## config.mk

```make
export PLATFORM = sky130hd
export DESIGN_NAME = ram_playback
export DESIGN_NICKNAME = d
export VERILOG_FILES = /design/src/rtl/ram_playback.sv
export SDC_FILE = /design/constraint.sdc
export NUM_CORES = 1
export LEC_CHECK = 0
export BUFFER_PORTS_ARGS = -buffer_cell sky130_fd_sc_hd__buf_4
export CAP_MARGIN = 20
export CORE_ASPECT_RATIO = 1.5
export CORE_MARGIN = 5
export CORE_UTILIZATION = 30
export DETAILED_ROUTE_END_ITERATION = 6
export GPL_ROUTABILITY_DRIVEN = 0
export MAX_ROUTING_LAYER = met4
export SYNTH_ARGS = -nofsm -noshare
export SYNTH_HDL_FRONTEND = slang
export SYNTH_SLANG_ARGS = --single-unit
```

## constraint.sdc

```tcl
create_clock -name clk -period 1.8 [get_ports clk]
set_input_delay 0.36 -clock clk [delete_from_list [all_inputs] [get_ports clk]]
set_output_delay 0.36 -clock clk [all_outputs]
set_load 0.05 [all_outputs]
```

## src/rtl/ram_playback.sv

```systemverilog
// ram_playback
// Read-side sequencer for the 16-entry RAM. It walks addresses 0..last_addr in
// order and shows each stored entry on the LEDs for one step period.
//
// Ports:
//   clk        system clock, rising edge
//   reset      asynchronous, active-low reset
//   start      1-cycle pulse: begin playback from address 0 (ignored while busy)
//   stop       1-cycle pulse: abort playback (wins over step and start)
//   loop       1 = wrap to 0 after last_addr, 0 = finish; sampled at the wrap
//   last_addr  final address played, latched on start
//   step       1-cycle tick: advance to next entry (only honoured in HOLD)
//   ram_read   RAM read strobe (one cycle per entry)
//   ram_addr   RAM read address
//   ram_data   RAM read data, valid the cycle after ram_read
//   led        currently displayed entry (ram_data[LED_W-1:0])
//   busy       high in every state except IDLE
//   done       1-cycle pulse on normal, non-looping completion
//   dbg_state  current FSM state (0 IDLE, 1 FETCH, 2 CAPTURE, 3 HOLD)
//
// Handshake: start/stop/step are single-cycle pulses with no ready signal;
// a pulse that arrives in a state that does not accept it is dropped.
module ram_playback #(
  parameter int ADDR_W = 4,
  parameter int DATA_W = 8,
  parameter int LED_W  = 2
) (
  input  logic              clk,
  input  logic              reset,
  input  logic              start,
  input  logic              stop,
  input  logic              loop,
  input  logic [ADDR_W-1:0] last_addr,
  input  logic              step,
  output logic              ram_read,
  output logic [ADDR_W-1:0] ram_addr,
  input  logic [DATA_W-1:0] ram_data,
  output logic [LED_W-1:0]  led,
  output logic              busy,
  output logic              done,
  output logic [1:0]        dbg_state
);

  typedef enum logic [1:0] {
    S_IDLE    = 2'd0,
    S_FETCH   = 2'd1,
    S_CAPTURE = 2'd2,
    S_HOLD    = 2'd3
  } state_t;

  state_t            r_state;
  logic [ADDR_W-1:0] r_last_addr;
  logic              r_ram_read;
  logic [ADDR_W-1:0] r_ram_addr;
  logic [LED_W-1:0]  r_led;
  logic              r_busy;
  logic              r_done;

  // Only the low LED_W bits of the RAM word are displayed.
  logic w_unused_data;
  assign w_unused_data = ^ram_data;

  always_ff @(posedge clk or negedge reset) begin
    if (!reset) begin
      r_state     <= S_IDLE;
      r_last_addr <= '0;
      r_ram_read  <= 1'b0;
      r_ram_addr  <= '0;
      r_led       <= '0;
      r_busy      <= 1'b0;
      r_done      <= 1'b0;
    end else begin
      // Strobes default low so each is high for at most one cycle.
      r_ram_read <= 1'b0;
      r_done     <= 1'b0;
      case (r_state)
        S_IDLE: begin
          if (start && !stop) begin
            r_last_addr <= last_addr;
            r_ram_addr  <= '0;
            r_ram_read  <= 1'b1;
            r_busy      <= 1'b1;
            r_state     <= S_FETCH;
          end
        end
        S_FETCH: begin
          if (stop) begin
            r_busy  <= 1'b0;
            r_state <= S_IDLE;
          end else begin
            r_state <= S_CAPTURE;
          end
        end
        S_CAPTURE: begin
          // An abort here leaves the previous entry on the LEDs.
          if (stop) begin
            r_busy  <= 1'b0;
            r_state <= S_IDLE;
          end else begin
            r_led   <= ram_data[LED_W-1:0];
            r_state <= S_HOLD;
          end
        end
        S_HOLD: begin
          if (stop) begin
            r_busy  <= 1'b0;
            r_state <= S_IDLE;
          end else if (step) begin
            if (r_ram_addr != r_last_addr) begin
              // Natural modulo-2^ADDR_W wrap keeps every access in range.
              r_ram_addr <= r_ram_addr + ADDR_W'(1);
              r_ram_read <= 1'b1;
              r_state    <= S_FETCH;
            end else if (loop) begin
              r_ram_addr <= '0;
              r_ram_read <= 1'b1;
              r_state    <= S_FETCH;
            end else begin
              r_done  <= 1'b1;
              r_busy  <= 1'b0;
              r_state <= S_IDLE;
            end
          end
        end
        default: begin
          r_busy  <= 1'b0;
          r_state <= S_IDLE;
        end
      endcase
    end
  end

  assign ram_read  = r_ram_read;
  assign ram_addr  = r_ram_addr;
  assign led       = r_led;
  assign busy      = r_busy;
  assign done      = r_done;
  assign dbg_state = r_state;

endmodule

```

==> results of run 1 <==
## timing repair
| action | in CTS | in global routing |
|---|---|---|
| hold endpoints to repair | 15 | 0 |
| hold buffers | 1 | 0 |
| buffers inserted | 0 | 0 |
| setup endpoints to repair | 0 | 4 |
| gates resized for setup | 0 | 3 |
## routing by layer
layer,GRT usage,routed length [µm]
met5,-,0
met1,0.129,747
met4,0.0511,42
met3,0.0192,91
met2,0.175,1060
## power by group through the flow
stage	combinational [µW]	clock [µW]	sequential, µW
2_1_floorplan	484	0	729
3_3_place_gp	911	0	532
5_1_grt	1030	295	545
4_1_cts	928	284	532
6_report	935	275	530
3_5_place_dp	925	0	539
## cell families (layout without fill, tap and decap cells)
logic type	count (synthesis)	count (layout)	share of synthesized area
simple gates	23	23	0.171
compound gates	19	19	0.161
flops	15	15	0.413
buf+inv	9	36	0.0413
mux	7	7	0.0853
fa+ha+maj	6	6	0.0825
xor+xnor	4	4	0.0468
## through the flow
step / std cells / utilization / hold WS [ns] / total power, µW / instance area (µm²)
finish: 149 / 0.409 / 0.275 / 1740 / 1190
global route: 149 / 0.409 / 0.275 / 1870 / 1190
CTS: 149 / 0.406 / 0.277 / 1740 / 1180
detailed placement: 144 / 0.387 / 0.227 / 1460 / 1130
global placement: 144 / 0.387 / 0.224 / 1440 / 1130
floorplan: 83 / - / 0.0644 / 1210 / 912
## placed cells by master, fill, tap and decap left out, drive strengths merged, types with 3 or more instances in the layout
cell type	count
buf	23
dfrtp	15
inv	8
mux2	6
ha	6
nor2	4
xnor2	4
nand4	4
o211ai	4
nand2	3
nand3	3
clkbuf	3
a21oi	3
nand2b	3
o21ai	3
## flip-flops by register name (all words and copies together) (netlist names)
signal       count
ram_addr         4
r_last_addr      4
done             1
led              2
dbg_state        2
ram_read         1
busy             1
## path summary, 6_finish.rpt
path | endpoint | slack [ns] | cells after the start
hold / removal | done | 0.27 | 2
setup / recovery | ram_addr[0] | 0.21 | 6
setup reg to reg | ram_addr[0] | 0.21 | 6
min in group asynchronous | ram_addr[2] | 0.49 | 2
max in group asynchronous | dbg_state[0] | 1.12 | 2
hold reg to reg | led[0] | 0.51 | 1
## area by class of cell
class	instances	area, µm²
inverter	8	30.0
tap	39	48.8
fill	306	1720
clock inverter	1	5.00
clock buffer	3	41.3
sequential	15	378
timing repair buffer	24	183
multi-input combinational	59	505
## worst max-delay path, delay by kind of cell, from the launching register on
family / cells / cell delay [ns]
DFF: 1 / 0.43
and+or+nand+nor: 1 / 0.10
muxes: 1 / 0.10
AOI/OAI and AO/OA: 2 / 0.46
adders and majority gates: 1 / 0.25
buffers and inverters: 1 / 0.12
==> run summary, run 1 <==
total CTS buffers: 3
sw frac: 0.437
RSZ-0062 raised after global routing: false
post-synthesis cell type count: 34
Post-Route Skew: 0.00109 ns
EDFF count, synth: 0
Sink Count: 15
Hold Violations, Final: 0
clk root buf: clkbuf_8
die area: 0.00426 mm²
vias: 715
area grow syn2layout: 30.9%
Routed wire per std cell: 13.0 µm
status: finished, final reports clean
P_int: 980 µW
clock transition at the registers of the reported paths: 0.06 ns
combinational share of power: 0.537
global-route wire length before repair: 3410 µm
largest net degree at the start of global routing: 16
worst hold path startpoint: loop
final setup fails: 0
vias in the first global route: 776
slowest CP cell: dfrtp_2
DRT Pass-1 Iters: 4
LEAKAGE: 0.000561 µW
crit path max fanout: 4
PortBufs: 22
FMAX: 630 MHz
worst setup path class: reg -> reg
drt total wl: 1940 µm
period utilisation layout: 0.882
GRT overflow: 0
sequential share of power: 0.305
die width: 55.0 µm
worst r2r src: dbg_state[1]
Worst Tran Pin Value: 0.340 ns
remaining antenna violation count: 0
pre-CTS WS: 0.0808 ns
Synth Cell Area: 910 µm²
syn avg cell area: 11.0 µm²
CTS tree: done
initial drt markers: 8
Synthesized Nets: 107
Clk pwr share: 0.158
post-route minimum period: 1.59 ns
Starting Density: 0.312
pwr/cell area: 1460 mW/mm²
Final HPWL DP: 1570 µm
ys flop type: dfrtp_1
top-count cell post-synth: dfrtp_1
asr flop ratio synth: 1.00
Critical Path, Cell by Cell: inv_1 > ha_1 > nand2b_1 > a22oi_2 > o21a_1 > mux2i_1
Synth area leaders: dfrtp_1 (41%), ha_1 (8.3%), mux2_2 (7.4%), inv_1 (3.3%), xnor2_1 (2.9%)
clk_lat worst skew: 0.25 ns
Synth Register Bits: 15
worst stage delay on the critical path: 0.43 ns
CP startpoint kind: flip-flop
NetSw: 760 µW
peak supply drop: 644 µV
Crit path arrival time: 1.72 ns
Hold Crit Class: in -> reg
crit path launch: dbg_state[1]
fin worst setup slack: 0.213 ns
Crit. End Element: flip-flop
CTS Buffer Depth: 2
Slew Limit Fails: 0
sequential area share after synthesis: 0.413
num ports: 29
row count: 24
Post-synth top cells: dfrtp_1 (15), inv_1 (8), ha_1 (6), mux2_2 (6), nor2_1 (4)
die height: 77.4 µm
Data required, critical path: 1.93 ns
Ys Warns: 0
Synth Instances: 83
Worst slew margin: 0.773
top cell type's share of synthesized area: 0.413
Max Cap Viol: 0
GRT Resource Usage Total: 0.110
setup TNS: 0 ns
H-tree levels: 1
initial antenna violation count: 0
residual DRC count: 0
Ant. Diodes: 0
Vias/cell: 4.80
Synth area leader: dfrtp_1
nets@finish: 135
share of cells above drive strength 1: 0.409
Core Area: 0.00291 mm²
Note: power is estimated with default switching activity, not from simulation.
==> inputs of run 2 (changes only) <==
--- a/config.mk
+++ b/config.mk
@@ -12,7 +12,7 @@
 export CORE_UTILIZATION = 30
 export DETAILED_ROUTE_END_ITERATION = 6
 export GPL_ROUTABILITY_DRIVEN = 0
-export MAX_ROUTING_LAYER = met4
+export RECOVER_POWER = 50
 export SYNTH_ARGS = -nofsm -noshare
 export SYNTH_HDL_FRONTEND = slang
 export SYNTH_SLANG_ARGS = --single-unit
==> run summary, run 2 (synthesis results as in run 1) <==
NetSw: 760 µW
residual DRC count: 0
most frequent cells in the layout: buf_4 (17), dfrtp_1 (13), inv_1 (8)
nets@finish: 135
vias: 717
Data required, critical path: 1.93 ns
sequential cell area: 378 µm²
Worst slew margin: 0.452
share of cells above drive strength 1: 0.355
setup bufs post-CTS: 0
sequential share of power: 0.310
largest net degree at the start of global routing: 16
Final HPWL DP: 1570 µm
CTS tree: done
crit path max fanout: 4
combinational share of power: 0.529
drt total wl: 1950 µm
final setup fails: 0
Layout Cells excl Fill: 149
Crit path arrival time: 1.72 ns
LEAKAGE: 0.000538 µW
die area: 0.00426 mm²
Critical Path, Cell by Cell: inv_1 > ha_1 > nand2b_1 > a22oi_2 > o21a_1 > mux2i_1
WP buf/inv: 1
row count: 24
clock transition at the registers of the reported paths: 0.06 ns
Core Area: 0.00291 mm²
slowest CP cell: dfrtp_2
initial drt markers: 5
sw frac: 0.445
Crit. End Element: flip-flop
RSZ-0062 raised after global routing: false
global-route wire length before repair: 3410 µm
H-tree levels: 1
GRT overflow: 0
pre-CTS WS: 0.0808 ns
placed cells: 144
pwr/cell area: 1460 mW/mm²
Sink Count: 15
PortBufs: 22
P_int: 947 µW
num ports: 29
Max Cap Viol: 0
commonest non-fill, non-tap cell in the layout: buf_4
setup TNS: 0 ns
area of the multi-input gates: 505 µm²
die height: 77.4 µm
area grow syn2layout: 28.5%
Ant. Diodes: 0
DRT Pass-1 Iters: 4
period utilisation layout: 0.881
FMAX: 630 MHz
clk_lat worst skew: 0.25 ns
total CTS buffers: 3
fin worst setup slack: 0.214 ns
initial antenna violation count: 0
CTS Buffer Depth: 2
final core occ: 0.401
peak supply drop: 639 µV
vias in the first global route: 778
worst setup path class: reg -> reg
status: finished, final reports clean
Vias/cell: 4.81
remaining antenna violation count: 0
GRT Resource Usage Total: 0.107
Hold Crit Class: in -> reg
die width: 55.0 µm
worst stage delay on the critical path: 0.43 ns
Post-Route Skew: 0.00128 ns
Routed wire per std cell: 13.1 µm
Clk pwr share: 0.161
total power: 1710 µW
Top delay family on crit path: compound AO/OA/AOI/OAI gates
clk root buf: clkbuf_8
Hold Violations, Final: 0
Starting Density: 0.312
Worst Tran Pin Value: 0.822 ns
fill cell count: 309
Slew Limit Fails: 0
CP startpoint kind: flip-flop
post-route minimum period: 1.59 ns
-- run 2: area by class of cell --
type,count,area share
flip-flops and latches,15,0.323
multi-input cells,59,0.433
clock inverters,1,0.00428
inverters,8,0.0257
clock buffers,3,0.0353
well taps,39,0.0418
repair buffers,24,0.137
-- run 2: worst paths after layout --
check                                  start  depth (start not counted)            to  slack [ns]
worst max register to register  dbg_state[1]                          6   ram_addr[0]        0.21
worst min register to register        led[0]                          1        led[0]        0.50
min in group asynchronous              reset                          2   ram_addr[2]        0.72
max in group asynchronous              reset                          2  dbg_state[0]        0.52
worst max-delay path            dbg_state[1]                          6   ram_addr[0]        0.21
worst min-delay path                    loop                          2          done        0.27
-- run 2: layer usage --
layer  global-route usage  wire length (µm)  vias to the layer above
li1                     -                 -                      353
met1                0.129               755                      342
met2                0.175              1060                       17
met3               0.0192                91                        5
met4               0.0511                42                        0
met5                    0                 0                        -
-- run 2: per-stage QoR --
step / area [µm²] / hold WS (ns)
3_5_place_dp: 1130 / 0.227
4_1_cts: 1180 / 0.277
6_report: 1170 / 0.275
2_1_floorplan: 912 / 0.0644
3_3_place_gp: 1130 / 0.224
5_1_grt: 1170 / 0.275
-- run 2: power groups by stage --
stage          combinational, µW  sequential, µW  clock (µW)
2_1_floorplan                484             729           0
3_3_place_gp                 911             532           0
3_5_place_dp                 925             539           0
4_1_cts                      928             532         284
5_1_grt                      993             544         295
6_report                     902             530         275
-- run 2: what timing repair did --
item / in CTS / in global routing
endpoints found under the hold margin: 15 / 0
setup endpoints to repair: 0 / 4
hold buffers: 1 / 0
gates resized for setup: 0 / 3
